<file path="src/rtl/taillight_mode_if.sv">
// Switch inputs and mode/step outputs between the tail-light front end and its neighbours.
interface taillight_mode_if;
  logic left_in;
  logic right_in;
  logic haz_in;
  logic tick;
  logic left;
  logic right;
  logic haz;
  logic mode_chg;
  logic stuck;

  modport master (
    output left_in, right_in, haz_in,
    input  tick, left, right, haz, mode_chg, stuck
  );

  modport slave (
    input  left_in, right_in, haz_in,
    output tick, left, right, haz, mode_chg, stuck
  );
endinterface

</file>
<file path="src/rtl/taillight_mode_ctrl.sv">
// Thunderbird tail-light front end: switch sync/debounce, step tick and per-tick mode arbitration.
//   state      | meaning
//   MODE_OFF   | no lamps requested (also forced by turn timeout)
//   MODE_LEFT  | left-turn sequence
//   MODE_RIGHT | right-turn sequence
//   MODE_HAZ   | hazard, overrides lockout
module taillight_mode_ctrl #(
  parameter int unsigned TICK_DIV    = 25_000_000,
  parameter int unsigned DEB_CYCLES  = 500_000,
  parameter int unsigned STUCK_TICKS = 60
) (
  input  logic             clk_i,
  input  logic             rst_i,
  taillight_mode_if.slave  tl
);

  localparam int TW = (TICK_DIV > 1) ? $clog2(TICK_DIV) : 1;
  localparam int DW = $clog2(DEB_CYCLES + 1);
  localparam int SW = $clog2(STUCK_TICKS + 1);
  localparam logic [TW-1:0] TICK_LAST  = TW'(TICK_DIV - 1);
  localparam logic [DW-1:0] DEB_LAST   = DW'(DEB_CYCLES - 1);
  localparam logic [SW-1:0] STUCK_LAST = SW'(STUCK_TICKS - 1);

  typedef enum logic [1:0] {
    MODE_OFF   = 2'd0,
    MODE_LEFT  = 2'd1,
    MODE_RIGHT = 2'd2,
    MODE_HAZ   = 2'd3
  } mode_e;

  // bit order everywhere: [0]=left, [1]=right, [2]=hazard
  logic [2:0]    raw;
  logic [2:0]    sync1_q, sync2_q;
  logic [2:0]    deb_q;
  logic [DW-1:0] deb_cnt_q [3];

  logic [TW-1:0] tick_cnt_q;
  logic          tick;

  mode_e         mode_q, mode_d, req;
  logic [SW-1:0] stuck_cnt_q, stuck_cnt_d;
  logic          lock_q, lock_d;
  logic          chg_q, chg_d;
  logic          left_q, right_q, haz_q;

  assign raw = {tl.haz_in, tl.right_in, tl.left_in};

  always_ff @(posedge clk_i) begin
    if (rst_i) begin
      sync1_q <= '0;
      sync2_q <= '0;
      deb_q   <= '0;
      for (int i = 0; i < 3; i++) deb_cnt_q[i] <= '0;
    end else begin
      sync1_q <= raw;
      sync2_q <= sync1_q;
      for (int i = 0; i < 3; i++) begin
        if (sync2_q[i] != deb_q[i]) begin
          if (deb_cnt_q[i] == DEB_LAST) begin
            deb_q[i]     <= sync2_q[i];
            deb_cnt_q[i] <= '0;
          end else begin
            deb_cnt_q[i] <= deb_cnt_q[i] + 1'b1;
          end
        end else begin
          deb_cnt_q[i] <= '0;
        end
      end
    end
  end

  assign tick = (tick_cnt_q == TICK_LAST);

  always_ff @(posedge clk_i) begin
    if (rst_i)     tick_cnt_q <= '0;
    else if (tick) tick_cnt_q <= '0;
    else           tick_cnt_q <= tick_cnt_q + 1'b1;
  end

  always_comb begin
    req         = MODE_OFF;
    mode_d      = mode_q;
    lock_d      = lock_q;
    stuck_cnt_d = stuck_cnt_q;
    chg_d       = 1'b0;

    if (deb_q[2])                             req = MODE_HAZ;
    else if (deb_q[0] && !deb_q[1] && !lock_q) req = MODE_LEFT;
    else if (deb_q[1] && !deb_q[0] && !lock_q) req = MODE_RIGHT;

    if (tick) begin
      mode_d      = req;
      stuck_cnt_d = '0;
      // a turn mode held unchanged for STUCK_TICKS ticks is forced off and locked out
      if ((req == MODE_LEFT || req == MODE_RIGHT) && req == mode_q) begin
        if (stuck_cnt_q == STUCK_LAST) begin
          mode_d = MODE_OFF;
          lock_d = 1'b1;
        end else begin
          stuck_cnt_d = stuck_cnt_q + 1'b1;
        end
      end
      if (!deb_q[0] && !deb_q[1]) lock_d = 1'b0;
      chg_d = (mode_d != mode_q);
    end
  end

  always_ff @(posedge clk_i) begin
    if (rst_i) begin
      mode_q      <= MODE_OFF;
      stuck_cnt_q <= '0;
      lock_q      <= 1'b0;
      chg_q       <= 1'b0;
      left_q      <= 1'b0;
      right_q     <= 1'b0;
      haz_q       <= 1'b0;
    end else begin
      mode_q      <= mode_d;
      stuck_cnt_q <= stuck_cnt_d;
      lock_q      <= lock_d;
      chg_q       <= chg_d;
      left_q      <= (mode_d == MODE_LEFT);
      right_q     <= (mode_d == MODE_RIGHT);
      haz_q       <= (mode_d == MODE_HAZ);
    end
  end

  assign tl.tick     = tick;
  assign tl.left     = left_q;
  assign tl.right    = right_q;
  assign tl.haz      = haz_q;
  assign tl.mode_chg = chg_q;
  assign tl.stuck    = lock_q;

endmodule

</file>
<file path="src/flat_wrapper.sv">
// flat-port wrapper written by rule: the top's interface ports become plain ports
module taillight_mode_ctrl_flat 
#(
  parameter int unsigned TICK_DIV    = 25_000_000,
  parameter int unsigned DEB_CYCLES  = 500_000,
  parameter int unsigned STUCK_TICKS = 60
)
  (clk_i, rst_i, tl_left_in, tl_right_in, tl_haz_in, tl_tick, tl_left, tl_right, tl_haz, tl_mode_chg, tl_stuck);
  taillight_mode_if tl_i ();
  input  logic clk_i;
  input  logic rst_i;
  input wire logic [$bits(tl_i.left_in)-1:0] tl_left_in;
  input wire logic [$bits(tl_i.right_in)-1:0] tl_right_in;
  input wire logic [$bits(tl_i.haz_in)-1:0] tl_haz_in;
  output wire logic [$bits(tl_i.tick)-1:0] tl_tick;
  output wire logic [$bits(tl_i.left)-1:0] tl_left;
  output wire logic [$bits(tl_i.right)-1:0] tl_right;
  output wire logic [$bits(tl_i.haz)-1:0] tl_haz;
  output wire logic [$bits(tl_i.mode_chg)-1:0] tl_mode_chg;
  output wire logic [$bits(tl_i.stuck)-1:0] tl_stuck;
  assign tl_i.left_in = tl_left_in;
  assign tl_i.right_in = tl_right_in;
  assign tl_i.haz_in = tl_haz_in;
  assign tl_tick = tl_i.tick;
  assign tl_left = tl_i.left;
  assign tl_right = tl_i.right;
  assign tl_haz = tl_i.haz;
  assign tl_mode_chg = tl_i.mode_chg;
  assign tl_stuck = tl_i.stuck;
  taillight_mode_ctrl #(.TICK_DIV(TICK_DIV), .DEB_CYCLES(DEB_CYCLES), .STUCK_TICKS(STUCK_TICKS)) u_core (.clk_i(clk_i), .rst_i(rst_i), .tl(tl_i));
endmodule
</file>
<file path="config.mk">
export PLATFORM = sky130hd
export DESIGN_NAME = taillight_mode_ctrl_flat
export DESIGN_NICKNAME = d
export VERILOG_FILES = /design/src/rtl/taillight_mode_if.sv /design/src/rtl/taillight_mode_ctrl.sv /design/src/flat_wrapper.sv
export SDC_FILE = /design/constraint.sdc
export NUM_CORES = 1
export LEC_CHECK = 0
export ABC_AREA = 0
export CAP_MARGIN = 20
export CORE_UTILIZATION = 35
export CTS_BUF_LIST = sky130_fd_sc_hd__clkbuf_4 sky130_fd_sc_hd__clkbuf_8
export DETAILED_ROUTE_END_ITERATION = 12
export HOLD_SLACK_MARGIN = 0.06
export SKIP_CTS_REPAIR_TIMING = 1
export SLEW_MARGIN = 20
export SYNTH_ARGS = -nofsm -noshare
export SYNTH_HDL_FRONTEND = slang
export SYNTH_SLANG_ARGS = --single-unit
</file>
<file path="constraint.sdc">
create_clock -name clk_i -period 3.4 [get_ports clk_i]
set_input_delay 1.02 -clock clk_i [delete_from_list [all_inputs] [get_ports clk_i]]
set_output_delay 1.02 -clock clk_i [all_outputs]
set_load 0.01 [all_outputs]
</file>
==> results.toml <==
[routing]
drtIter0Drc = 242
drc_violation_count_after_routing = 0
post_drt_wl_per_cell_um = 11.76
ant_nets = 0
vias_per_cell = 4.700
total_routed_wirelength_um = 9218
drt-pass1-iter-count = 4
num_vias = 3685

[sta]
slew_violations = 0
final_hold_viol_count = 0
max_freq_mhz = 341.9
skew_ns = 0.006202
grt_setup_unrepaired = "no"
post-route-period-util_pct = 86.04
timing_worst_slew_pin_value_ns = 0.9699
normalized_max_slew_margin_pct = 34.74
finalSetupViolations = 0
minimum_clock_period_ns = 2.925

[run_status]
outcome = "finished clean"

[worst_setup_path]
critical_path.endpoint_type = "output pin"
timing_worst_setup_path_type = "reg2out"
cp_cell_sequence = "or4b_4, nor4_4, nand4_1, inv_1, dlymetal6s2s_1"
cp_max_fo = 6
cp_slowest_cell = "sky130_fd_sc_hd__or4b_4"
worstSetupStartpointType = "flip-flop"
worst_path_required_ns = 2.38
critPathMaxStageDelay_ns = 0.56
arrival_time_worst_endpoint_ns = 1.91

[yosys]
ys.warnings.count = 0
syn-mean-instance-area_um2 = 9.621
yosys.cell_count.top_type = "sky130_fd_sc_hd__nor2_1"
synth-seq-cells = 104
syn_area_um2 = 5147
yosys-top-cells-count = "112 x sky130_fd_sc_hd__nor2_1, 57 x sky130_fd_sc_hd__edfxtp_1, 47 x sky130_fd_sc_hd__dfxtp_1"
synth_seq_area_share_pct = 51.53
synth_async_sr_flop_share_pct = 0
number_of_flops_mapped_to_enable_cells_by_yosys = 57
syn-instance-count = 535
netlist.top_cell.by_area = "sky130_fd_sc_hd__edfxtp_1"
netlist.area_leader.share_pct = 33.25
yosys.cell_types.count = 40
synth-main-ff-cell = "sky130_fd_sc_hd__edfxtp_1"
synth.area.top_cells = "sky130_fd_sc_hd__edfxtp_1 33%, sky130_fd_sc_hd__dfxtp_1 18%, sky130_fd_sc_hd__nor2_1 8.2%, sky130_fd_sc_hd__xnor2_1 7.0%, sky130_fd_sc_hd__xor2_1 6.3%"

[clock_tree]
clock_sink_count = 104
clk_root_buffer_cell = "sky130_fd_sc_hd__clkbuf_8"
register_clock_pin_slew_on_the_reported_worst_setup_and_hold_paths_ns = 0.09
cts_buffers = 9
worstSkewPairLatency_ns = 0.38
cts_tree = "done"
ctsHtreeMaxLevel = 3
ctsLongestPathBuffers = 2

[final_layout]
area.sequential_um2 = 2655
finish.cell_count_without_fillers = 784
fillCellCount = 1413
antenna-diode-count = 0
post_route_cells_drive_above_1_share_pct = 4.636
multi_input_comb_area_um2 = 2597
fin_nets = 610
area_growth_pct = 13.25

[global_routing]
grt_antenna_before_repair = 0
grt.overflow.total = 0
groute.usage.overall_pct = 13.42
grt_start_max_net_pins = 26
grt_first_pass_wirelength_um = 15970
grt_pass1_vias = 3591

[floorplanning]
fp.dieW_um = 123.3
die_h_um = 123.3
die_area_um2 = 15200
top_level_ports = 11
floorplan_core_area_um2 = 14100
start_util_pct = 36.52
rows = 43

[place]
dpl.cell_count = 767
gpl.final_weighted_congestion = 0.7749
place_hpwl_um = 6615
io_buffer_count = 10

[power_and_ir_drop]
cellPowerDensity_nw_per_um2 = 377.5
power.total_mw = 2.201
p_leak_nw = 1.999
ir_drop_uv = 228.0

[min_path]
timing.hold.worst.class = "reg2reg"

[flow_run]
timing.max_cap.violations = 0
power breakdown:
part	switching, mW	total (mW)	internal (mW)
combinational	0.0459	0.0805	0.0345
sequential	0.0364	1.40	1.36
clock	0.400	0.725	0.326
cell families (layout without fill, tap and decap cells):
| family | count (synthesis) | count (layout) | synth area share, % |
|---|---|---|---|
| compound gates | 21 | 21 | 2.236 |
| xor+xnor | 78 | 78 | 13.27 |
| fa+ha+maj | 5 | 5 | 1.215 |
| buf+inv | 27 | 40 | 2.090 |
| flops | 104 | 104 | 51.53 |
| mux | 3 | 3 | 0.5834 |
| other cells | 1 | 57 | 0.07285 |
| simple gates | 296 | 296 | 29.00 |
final cells by class:
type	count	area share, %
sequential	104	45.55
multi-input combinational	460	44.56
tap	180	3.863
clock buffer	14	2.983
timing repair buffer	14	2.275
inverter	11	0.7083
clock inverter	1	0.06439
final timing paths:
check                          from                 endpoint  slack (ns)  depth (start not counted)
min               u_core.sync1_q[1]        u_core.sync2_q[1]        0.44                          1
min reg2reg       u_core.sync1_q[1]        u_core.sync2_q[1]        0.44                          1
max           u_core.tick_cnt_q[10]                  tl_tick        0.47                          5
max reg2reg  u_core.deb_cnt_q[1][9]  u_core.deb_cnt_q[1][12]        1.05                          5
registers in the layout, summed over array words and instances (netlist names):
| signal | count |
|---|---|
| u_core.tl.right | 1 |
| u_core.sync2_q | 3 |
| u_core.deb_cnt_q | 57 |
| u_core.tl.stuck | 1 |
| u_core.tl.mode_chg | 1 |
| u_core.mode_q | 2 |
| u_core.tl.haz | 1 |
| u_core.sync1_q | 3 |
| u_core.deb_q | 3 |
| u_core.stuck_cnt_q | 6 |
| u_core.tick_cnt_q | 25 |
| u_core.tl.left | 1 |
per-layer routing:
| metal | up-vias | part of all wire [%] | GRT usage, % |
|---|---|---|---|
| met5 | - | 0 | 0 |
| met4 | 0 | 1.9 | 6.325 |
| met3 | 10 | 3.2 | 3.690 |
| met2 | 24 | 49 | 22.66 |
| met1 | 1719 | 46 | 15.74 |
| li1 | 1932 | - | - |
critical path: cells and delay by family, from the launching register on:
| family | cells | cell delay (ns) |
|---|---|---|
| buf+inv | 2 | 0.23 |
| flops | 1 | 0.37 |
| simple gates | 3 | 0.92 |
cells in the final DEF (no fill, tap or decap), types with 16 or more instances in the layout:
cell and count:
sky130_fd_sc_hd__nand4_1 16, sky130_fd_sc_hd__dfxtp_1 45, sky130_fd_sc_hd__nand2_1 38, sky130_fd_sc_hd__xor2_1 37, sky130_fd_sc_hd__conb_1 57, sky130_fd_sc_hd__nand3_1 44, sky130_fd_sc_hd__nor2_1 112, sky130_fd_sc_hd__edfxtp_1 57
sky130_fd_sc_hd__xnor2_1 41
per-stage QoR:
step	cell area (um2)	hold WS (ns)	setup slack (ns)	TNS [ns]	utilization [%]
6_report	5829	0.4415	0.4748	0	41.35
5_1_grt	5829	0.4622	0.3589	0	41.35
2_1_floorplan	5358	0.4138	0.9291	0	-
3_5_place_dp	5632	0.4218	0.2822	0	39.95
3_3_place_gp	5632	0.4205	0.3440	0	39.95
4_1_cts	5809	0.4436	-0.1515	-0.1515	41.21
No activity file was read; power rests on OpenSTA's default activity.
